--- src/rtl/uart_imem_loader.sv ---
// rtl/uart_imem_loader.sv - UART framed-image loader into imem; checksum option via `UART_IMEM_LOADER_CKSUM_EN
module uart_imem_loader #(
    parameter int CLK_FREQ_HZ = 50000000,
    parameter int BAUD        = 115200,
    parameter int IMEM_AW     = 11
) (
    input  logic               i_clk,
    input  logic               i_reset,
    input  logic               i_boot_mode,
    input  logic               i_uart_rx,
    output logic               o_imem_wren,
    output logic [IMEM_AW-1:0] o_imem_waddr,
    output logic [31:0]        o_imem_wdata,
    output logic               o_core_rst_n,
    output logic               o_busy,
    output logic               o_done,
    output logic               o_err
);
    localparam int CLKS_PER_BIT = CLK_FREQ_HZ / BAUD;
    localparam int TW = $clog2(CLKS_PER_BIT + 1);
    localparam logic [TW-1:0] BIT_LAST  = TW'(CLKS_PER_BIT - 1);
    localparam logic [TW-1:0] HALF_LAST = TW'(CLKS_PER_BIT / 2 - 1);
    localparam logic [16:0] CAPACITY = 17'(1) << IMEM_AW;

    typedef enum logic [2:0] {
        ST_IDLE   = 3'd0,
        ST_LEN_LO = 3'd1,
        ST_LEN_HI = 3'd2,
        ST_DATA   = 3'd3,
`ifdef UART_IMEM_LOADER_CKSUM_EN
        ST_CKSUM  = 3'd4,
`endif
        ST_DONE   = 3'd5,
        ST_ERR    = 3'd6
    } state_t;

`ifdef UART_IMEM_LOADER_CKSUM_EN
    localparam state_t ST_FINISH = ST_CKSUM;
`else
    localparam state_t ST_FINISH = ST_DONE;
`endif

    logic          rx_s1, rx_s2, rx_prev;
    logic          rx_active;
    logic [3:0]    rx_bit;
    logic [TW-1:0] rx_timer;
    logic [7:0]    rx_shift;
    logic          byte_vld, frame_err;

    // rx_bit: 0 = start-bit qualification, 1..8 = data bits, 9 = stop bit
    always_ff @(posedge i_clk or negedge i_reset) begin
        if (!i_reset) begin
            rx_s1     <= 1'b1;
            rx_s2     <= 1'b1;
            rx_prev   <= 1'b1;
            rx_active <= 1'b0;
            rx_bit    <= 4'd0;
            rx_timer  <= '0;
            rx_shift  <= 8'h00;
            byte_vld  <= 1'b0;
            frame_err <= 1'b0;
        end else begin
            rx_s1     <= i_uart_rx;
            rx_s2     <= rx_s1;
            rx_prev   <= rx_s2;
            byte_vld  <= 1'b0;
            frame_err <= 1'b0;
            if (!rx_active) begin
                if (rx_prev && !rx_s2) begin
                    rx_active <= 1'b1;
                    rx_bit    <= 4'd0;
                    rx_timer  <= '0;
                end
            end else if (rx_bit == 4'd0) begin
                if (rx_timer == HALF_LAST) begin
                    rx_timer <= '0;
                    if (rx_s2) rx_active <= 1'b0;
                    else       rx_bit    <= 4'd1;
                end else begin
                    rx_timer <= rx_timer + 1'b1;
                end
            end else if (rx_timer == BIT_LAST) begin
                rx_timer <= '0;
                if (rx_bit == 4'd9) begin
                    rx_active <= 1'b0;
                    byte_vld  <= rx_s2;
                    frame_err <= !rx_s2;
                end else begin
                    rx_shift <= {rx_s2, rx_shift[7:1]};
                    rx_bit   <= rx_bit + 4'd1;
                end
            end else begin
                rx_timer <= rx_timer + 1'b1;
            end
        end
    end

    state_t      state, state_next;
    logic [7:0]  count_lo;
    logic [15:0] count, word_idx;
    logic [1:0]  byte_idx;
    logic [23:0] word_buf;
    logic [15:0] len_full;
    logic        last_word;
`ifdef UART_IMEM_LOADER_CKSUM_EN
    logic [7:0]  sum;
`endif

    assign len_full  = {rx_shift, count_lo};
    assign last_word = (word_idx == count - 16'd1);

    always_ff @(posedge i_clk or negedge i_reset) begin
        if (!i_reset) state <= ST_IDLE;
        else          state <= state_next;
    end

    always_comb begin
        state_next = state;
        case (state)
            ST_IDLE:   if (byte_vld && rx_shift == 8'hA5) state_next = ST_LEN_LO;
            ST_LEN_LO: begin
                if (frame_err)     state_next = ST_ERR;
                else if (byte_vld) state_next = ST_LEN_HI;
            end
            ST_LEN_HI: begin
                if (frame_err) state_next = ST_ERR;
                else if (byte_vld) begin
                    if (len_full == 16'd0)                state_next = ST_FINISH;
                    else if ({1'b0, len_full} > CAPACITY) state_next = ST_ERR;
                    else                                  state_next = ST_DATA;
                end
            end
            ST_DATA: begin
                if (frame_err) state_next = ST_ERR;
                else if (byte_vld && byte_idx == 2'd3 && last_word) state_next = ST_FINISH;
            end
`ifdef UART_IMEM_LOADER_CKSUM_EN
            ST_CKSUM: begin
                if (frame_err)     state_next = ST_ERR;
                else if (byte_vld) state_next = (rx_shift == sum) ? ST_DONE : ST_ERR;
            end
`endif
            default: state_next = state;
        endcase
    end

    always_comb begin
        o_busy = (state == ST_LEN_LO) || (state == ST_LEN_HI) || (state == ST_DATA)
`ifdef UART_IMEM_LOADER_CKSUM_EN
                 || (state == ST_CKSUM)
`endif
                 ;
    end

    always_ff @(posedge i_clk or negedge i_reset) begin
        if (!i_reset) begin
            count_lo     <= 8'h00;
            count        <= 16'h0000;
            word_idx     <= 16'h0000;
            byte_idx     <= 2'd0;
            word_buf     <= 24'h000000;
`ifdef UART_IMEM_LOADER_CKSUM_EN
            sum          <= 8'h00;
`endif
            o_imem_wren  <= 1'b0;
            o_imem_waddr <= '0;
            o_imem_wdata <= 32'h0000_0000;
            o_done       <= 1'b0;
            o_err        <= 1'b0;
            o_core_rst_n <= 1'b0;
        end else begin
            o_imem_wren  <= 1'b0;
            o_done       <= o_done | (state_next == ST_DONE);
            o_err        <= o_err | (state_next == ST_ERR);
            // Core runs freely in non-boot mode; otherwise only once the image is complete
            o_core_rst_n <= !i_boot_mode || (state == ST_DONE);
            if (byte_vld) begin
                case (state)
                    ST_LEN_LO: count_lo <= rx_shift;
                    ST_LEN_HI: count    <= len_full;
                    ST_DATA: begin
`ifdef UART_IMEM_LOADER_CKSUM_EN
                        sum <= sum + rx_shift;
`endif
                        if (byte_idx == 2'd3) begin
                            o_imem_wren  <= 1'b1;
                            o_imem_waddr <= word_idx[IMEM_AW-1:0];
                            o_imem_wdata <= {rx_shift, word_buf};
                            word_idx     <= word_idx + 16'd1;
                            byte_idx     <= 2'd0;
                        end else begin
                            case (byte_idx)
                                2'd0:    word_buf[7:0]   <= rx_shift;
                                2'd1:    word_buf[15:8]  <= rx_shift;
                                default: word_buf[23:16] <= rx_shift;
                            endcase
                            byte_idx <= byte_idx + 2'd1;
                        end
                    end
                    default: ;
                endcase
            end
        end
    end
endmodule
--- config.mk ---
export PLATFORM = sky130hd
export DESIGN_NAME = uart_imem_loader
export DESIGN_NICKNAME = d
export VERILOG_FILES = /design/src/rtl/uart_imem_loader.sv
export SDC_FILE = /design/constraint.sdc
export NUM_CORES = 1
export LEC_CHECK = 0
export BUFFER_PORTS_ARGS = -buffer_cell sky130_fd_sc_hd__buf_2
export CORE_ASPECT_RATIO = 0.9
export CORE_UTILIZATION = 35
export DETAILED_ROUTE_END_ITERATION = 8
export GPL_ROUTABILITY_DRIVEN = 0
export PLACE_DENSITY = 0.48
export SLEW_MARGIN = 25
export SYNTH_ARGS = -nofsm -noshare
export SYNTH_HDL_FRONTEND = slang
export SYNTH_SLANG_ARGS = --single-unit
--- constraint.sdc ---
create_clock -name i_clk -period 6.8 [get_ports i_clk]
set_clock_uncertainty 0.15 [all_clocks]
set_input_delay 1.36 -clock i_clk [delete_from_list [all_inputs] [get_ports i_clk]]
set_output_delay 1.36 -clock i_clk [all_outputs]
set_load 0.005 [all_outputs]
# After elaboration in Yosys (flattened, before gate mapping)
# Index checks and enable logic that the tools add are counted.
[totals] ff_bits=143 output_inout_bits=48 input_bits=4 word_cells=117
[op_classes] n_bitwise=6 order_cmp=1 addsub=5 n_eq_ne=17 n_reduce_logical=24 muxes=41
[op_table] cell="$mux 9" count=5
[op_table] cell="$mux 4" count=7
[op_table] cell="$mux 3" count=9
[op_table] cell="$mux 1" count=18
[op_table] cell="$add 16x1->16 const B" count=1
[op_table] cell="$eq 16x16->1" count=1
[op_table] cell="$gt 16x12->1 const B" count=1
[op_table] cell="$logic_not 16->1" count=1
[op_table] cell="$reduce_and 4->1" count=4
[op_table] cell="$sub 16x1->16 const B" count=1
[op_table] cell="$pmux 3 s4" count=1
[op_table] cell="$add 9x1->9 const B" count=1
[op_table] cell="$eq 3x3->1 const B" count=3
[op_table] cell="$eq 9x8->1 const B" count=1
[op_table] cell="$eq 9x9->1 const B" count=1
[op_table] cell="$eq 8x8->1 const B" count=1
[op_table] cell="$eq 3x2->1 const B" count=2
[op_table] cell="$ne 3x3->1 const B" count=2
[op_table] cell="$reduce_and 2->1" count=3
[op_table] cell="$reduce_and 5->1" count=1
[op_table] cell="$add 4x1->4 const B" count=1
[op_table] cell="$eq 4x4->1 const B" count=1
[op_table] cell="$logic_and 1x1->1" count=4
[op_table] cell="$logic_not 4->1" count=1
[op_table] cell="16 further kinds" count=23

# Logic depth before layout (Yosys ltp)
[logic_depth] depth_word=8 mapped_depth=11 ltp_nobuf=9

# Worst setup path after synthesis
# Ideal clock, no wire load.
[synth_path] path_type="register to register" from="register count[0]" to="register o_err" setup_slack_ns=3.963 setup_time_ns=0.118 arrival_time_ns=2.569 required_ns=6.532 synth_period_minus_slack_ns=2.837 path_stages_with_launch=11 n_path_buf=1 cell_sequence="dfrtp_1 -> clkbuf_1 -> inv_1 -> ha_1 -> or4b_4 -> o31a_1 -> or4_4 -> nor4_4 -> a41oi_1 -> a21bo_1 -> a21o_1"
[synth_via] elab_chain_len=8
[synth_rtl] element="start: declaration" line_no="100" rtl="logic [15:0] count, word_idx;"
[synth_rtl] element="start signal: assignment" line_no="180" rtl="ST_LEN_HI: count <= len_full;"
[synth_rtl] element="$sub 16x1->16" line_no="110" rtl="assign last_word = (word_idx == count - 16'd1);"
[synth_rtl] element="$eq 16x16->1" line_no="110"
[synth_rtl] element="$logic_and 1x1->1" line_no="135" rtl="else if (byte_vld && byte_idx == 2'd3 && last_word) state_next = ST_FINISH;"
[synth_rtl] element="$mux 3" line_no="135"
[synth_rtl] element="$mux 3" line_no="134" rtl="if (frame_err) state_next = ST_ERR;"
[synth_rtl] element="$pmux 3 s4" line_no="119" rtl="case (state)"
[synth_rtl] element="via state_next[1]" line_no="98" rtl="state_t state, state_next;"
[synth_rtl] element="$eq 3x3->1" line_no="174" rtl="o_err <= o_err | (state_next == ST_ERR);"
[synth_rtl] element="$or 1x1->1" line_no="174"
[synth_rtl] element="end signal: assignment" line_no="174"
[synth_rtl] element="end: declaration" line_no="17" rtl="output logic o_err"
# The timed path passes the listed nets, and every way through them passes these cells.
# A chain may end at the register's enable or synchronous reset.

# Final worst setup path
# Same ends and word-level chain as after synthesis.

==> implementation parameters <==
Parameter                              Value

Status
  Status ... completed

Power and ir drop
  Leakage power ... 0.003996 uW
  Peak supply drop ... 133.4 uV
  Power density normalized to cell area ... 257.9 nW/um^2
  Flop pwr share ... 0.456
  Logic pwr share ... 0.049
  Switching power share of the total ... 0.2550
  Total internal power ... 1485 uW
  Share of total power in the clock network ... 0.496
  Switching power ... ~500 uW

Clock tree
  Total clock buffers created by CTS ... 17
  Count of hold-fix buffers inserted at cts ... 0
  Source-to-sink clock delay at the later pin of the worst-skew pair ... 0.43 ns
  CTS root buffer ... sky130_fd_sc_hd__clkbuf_16
  Post-CTS Setup Bufs ... 0
  Clock sink total ... 143
  H-tree level count ... 4
  Maximum buffer depth of the clock tree ... 2
  Post-CTS resize count ... 0
  TritonCTS clock tree ... done
  Worst-path clk slew ... 0.07 ns

Cells and area
  Fraction of final layout cells with drive strength greater than 1 ... 0.2245
  Final-stage net count ... 698
  Utilization of the core after routing ... 0.4172
  Most used cells in the layout excluding fill and tap cells ... 166 x sky130_fd_sc_hd__nand2_1, 140 x sky130_fd_sc_hd__dfrtp_1, 54 x sky130_fd_sc_hd__mux2_2, 50 x sky130_fd_sc_hd__buf_2, 25 x sky130_fd_sc_hd__o21ai_0
  Cell area after layout ... a little under 8000 um^2
  Layout Area Growth over Synthesis ... 16.24%
  Commonest non-fill, non-tap cell in the layout ... sky130_fd_sc_hd__nand2_1
  Number of diodes ... 0
  Post-route non-filler standard cell count ... 940

Floorplan
  Ports placed on the boundary ... 52
  Die span in x ... 147.3 um
  Count of standard-cell rows ... 47
  Core Box Area ... roughly 19000 um^2
  DIE HEIGHT ... roughly 130 um
  Area of the die ... between 15000 and 20000 um^2
  Starting density of the core ... 0.3589

Place
  Setup Slack @ Placement ... 3.606 ns
  Count of buffers from port buffering ... between 50 and 60
  Area post-placement ... roughly 7000 um^2
  Detailed Place HPWL ... approximately 9700 um
  # placed instances ... 908

Logic synthesis
  Dominant cell type by area after synthesis ... sky130_fd_sc_hd__dfrtp_1
  Share of the yosys chip area belonging to registers ... 0.5388
  Share of flip-flops with an asynchronous set or reset ... 1.000
  Syn. warnings ... 0
  Count of flip-flops with a built-in enable after synthesis ... 0
  Number of synthesized register bits ... 143
  Number of nets produced by synthesis ... 659
  Cell types with the largest area share after synthesis ... sky130_fd_sc_hd__dfrtp_1 53%, sky130_fd_sc_hd__nand2_1 9.4%, sky130_fd_sc_hd__mux2_2 9.1%
  Synthesized area divided by synthesized cell count ... 10.34 um^2
  Number of unique standard cell types used by synthesis ... 62
  Synth Instances ... 643
  Top cell type's share of synthesized area ... 0.5269
  Top_reg_cell synth ... sky130_fd_sc_hd__dfrtp_1
  Synthesized area ... about 6600 um^2

STA
  Worst max-slew margin expressed relative to the limit ... 0.3144
  Fin crit share ... 0.4687
  Slack of the critical path ... 3.613 ns
  Final slew viol count ... 0
  Hold Fails Final Rpt ... 0
  Achievable clock frequency ... 313.7 MHz
  Time the final worst path needs with I/O delays and setup ... between 3 and 4 ns
  Setup tns final ... 0 ns
  Slew at the pin closest to its max-slew limit ... 1.020 ns
  RSZ-0062 raised after global routing ... no
  Final count of negative-setup-slack endpoints ... 0

Drt
  Detailed-route DRC error count ... 0
  Overall via count from detail_route ... 4676
  Detail Route Antenna Nets ... 0
  Pre-antenna DRT Iters ... 4
  Total Wirelength ... 14430 um
  Average wire per cell in the routed design ... 15.35 um
  DRT iter0 DRCs ... 190
  Vias per cell ... 4.974

Worst setup path
  Maximum fanout along the worst path ... 11
  R2R depth ... 9
  Arrival time reported for the critical path endpoint ... about 3.4 ns
  Critical register-to-register path endpoint ... o_err
  Critical Path Start Type ... flip-flop
  Flop2flop setup slack ... about 3.6 ns
  Worst R2R Start ... count[0]
  Type of the worst setup path ... reg -> reg
  Worst setup EP type ... flip-flop
  CP required ... roughly 7.0 ns

Run
  Number of max-cap violations ... 0

Hold path
  Hold endpoint ... rx_s2
  Hold crit path type ... reg -> reg
  Cell depth of the worst min-delay path ... 0
  Source of the worst hold timing path ... rx_s1

Global routing
  Total track usage ... 0.1610
  GRT overflow ... 0
  Antenna violations before repair ... 0
  Number of global-route vias before repair ... around 4800
  Largest net degree at the start of global routing ... 81
  First-pass GRT wire length ... 24670 um
kinds of logic after synthesis:
kind of cell / Yosys count / share of synthesized area
simple gates: 280 / 0.2006
flops: 143 / 0.5388
xor+xnor: 31 / 0.04290
compound gates: 68 / 0.06794
buf+inv: 52 / 0.03124
mux: 57 / 0.09597
fa+ha+maj: 12 / 0.02258
worst max-delay path, cell delays in order, from the launching register on:
cell                      delay (ns)
sky130_fd_sc_hd__dfrtp_1        0.45
sky130_fd_sc_hd__inv_1          0.10
sky130_fd_sc_hd__ha_1           0.36
sky130_fd_sc_hd__or4b_4         0.53
sky130_fd_sc_hd__o31a_1         0.25
sky130_fd_sc_hd__or4_4          0.49
sky130_fd_sc_hd__nor4_4         0.19
sky130_fd_sc_hd__a41oi_1        0.18
sky130_fd_sc_hd__a21bo_1        0.23
sky130_fd_sc_hd__a21o_1         0.15
final cells by class:
cell class              count  area [um^2]
clock buffers              18        439.2
clock inverters            14        190.2
fillers                  1771        10800
inverters                  18        67.56
multi-input cells         448         2859
flip-flops and latches    143         3582
well taps                 245        306.5
repair buffers             54        284.0
registers in the layout, indices dropped and copies added (netlist names), 2 cells and up:
name / count
rx_timer: 9
word_idx: 16
rx_shift: 8
byte_idx: 2
count_lo: 8
o_imem_wdata: 32
rx_bit: 4
word_buf: 24
state: 3
o_imem_waddr: 11
count: 16
worst max-delay path by stage:
stage                     endpoint  cells after the start      from  slack (ns)
after floorplan              o_err                     10  count[0]        3.96
after global placement       o_err                      9  count[0]        3.65
after detailed placement     o_err                      9  count[0]        3.61
after CTS                    o_err                      9  count[0]        3.60
after global routing         o_err                      9  count[0]        3.43
final                        o_err                      9  count[0]        3.61
routing by layer:
layer	GRT usage	wire (um)	vias to the layer above
li1	-	-	2275
met1	0.2241	7119	2296
met2	0.2437	6564	90
met3	0.03621	565	15
met4	0.06128	183	0
met5	0	0	-
through the flow:
step | hold slack (ns) | power [uW]
2_1_floorplan | 0.1952 | 976.7
3_3_place_gp | 0.1972 | 1014
3_5_place_dp | 0.2009 | 1022
4_1_cts | 0.2114 | 2021
5_1_grt | 0.2183 | 2078
6_report | 0.2109 | 1993
cells in the mapped netlist, types with 4 or more instances:
master / n
sky130_fd_sc_hd__nor2b_1: 8
sky130_fd_sc_hd__xor2_1: 13
sky130_fd_sc_hd__nand3_1: 17
sky130_fd_sc_hd__o21ai_0: 25
sky130_fd_sc_hd__ha_1: 12
sky130_fd_sc_hd__nand2_1: 166
sky130_fd_sc_hd__a21oi_1: 7
sky130_fd_sc_hd__clkbuf_1: 29
sky130_fd_sc_hd__nand2b_1: 5
sky130_fd_sc_hd__nand4_1: 9
sky130_fd_sc_hd__nor4_1: 8
sky130_fd_sc_hd__a211oi_1: 5
sky130_fd_sc_hd__and2_1: 5
sky130_fd_sc_hd__inv_1: 17
sky130_fd_sc_hd__or3_1: 5
sky130_fd_sc_hd__and3_1: 4
sky130_fd_sc_hd__dfrtp_1: 140
sky130_fd_sc_hd__mux2_2: 54
sky130_fd_sc_hd__xnor2_1: 17
sky130_fd_sc_hd__nor3_1: 6
sky130_fd_sc_hd__nor2_1: 21
sky130_fd_sc_hd__o31ai_1: 4
power by group through the flow:
stage / clock (uW) / combinational, uW / sequential (uW)
detailed placement: 0 / 98.0 / 924
finish: 988 / 96.9 / 909
global route: 1050 / 113 / 914
floorplan: 0 / 61.7 / 915
CTS: 1010 / 98.6 / 908
global placement: 0 / 90.2 / 924
(Power assumes the default switching activity.)
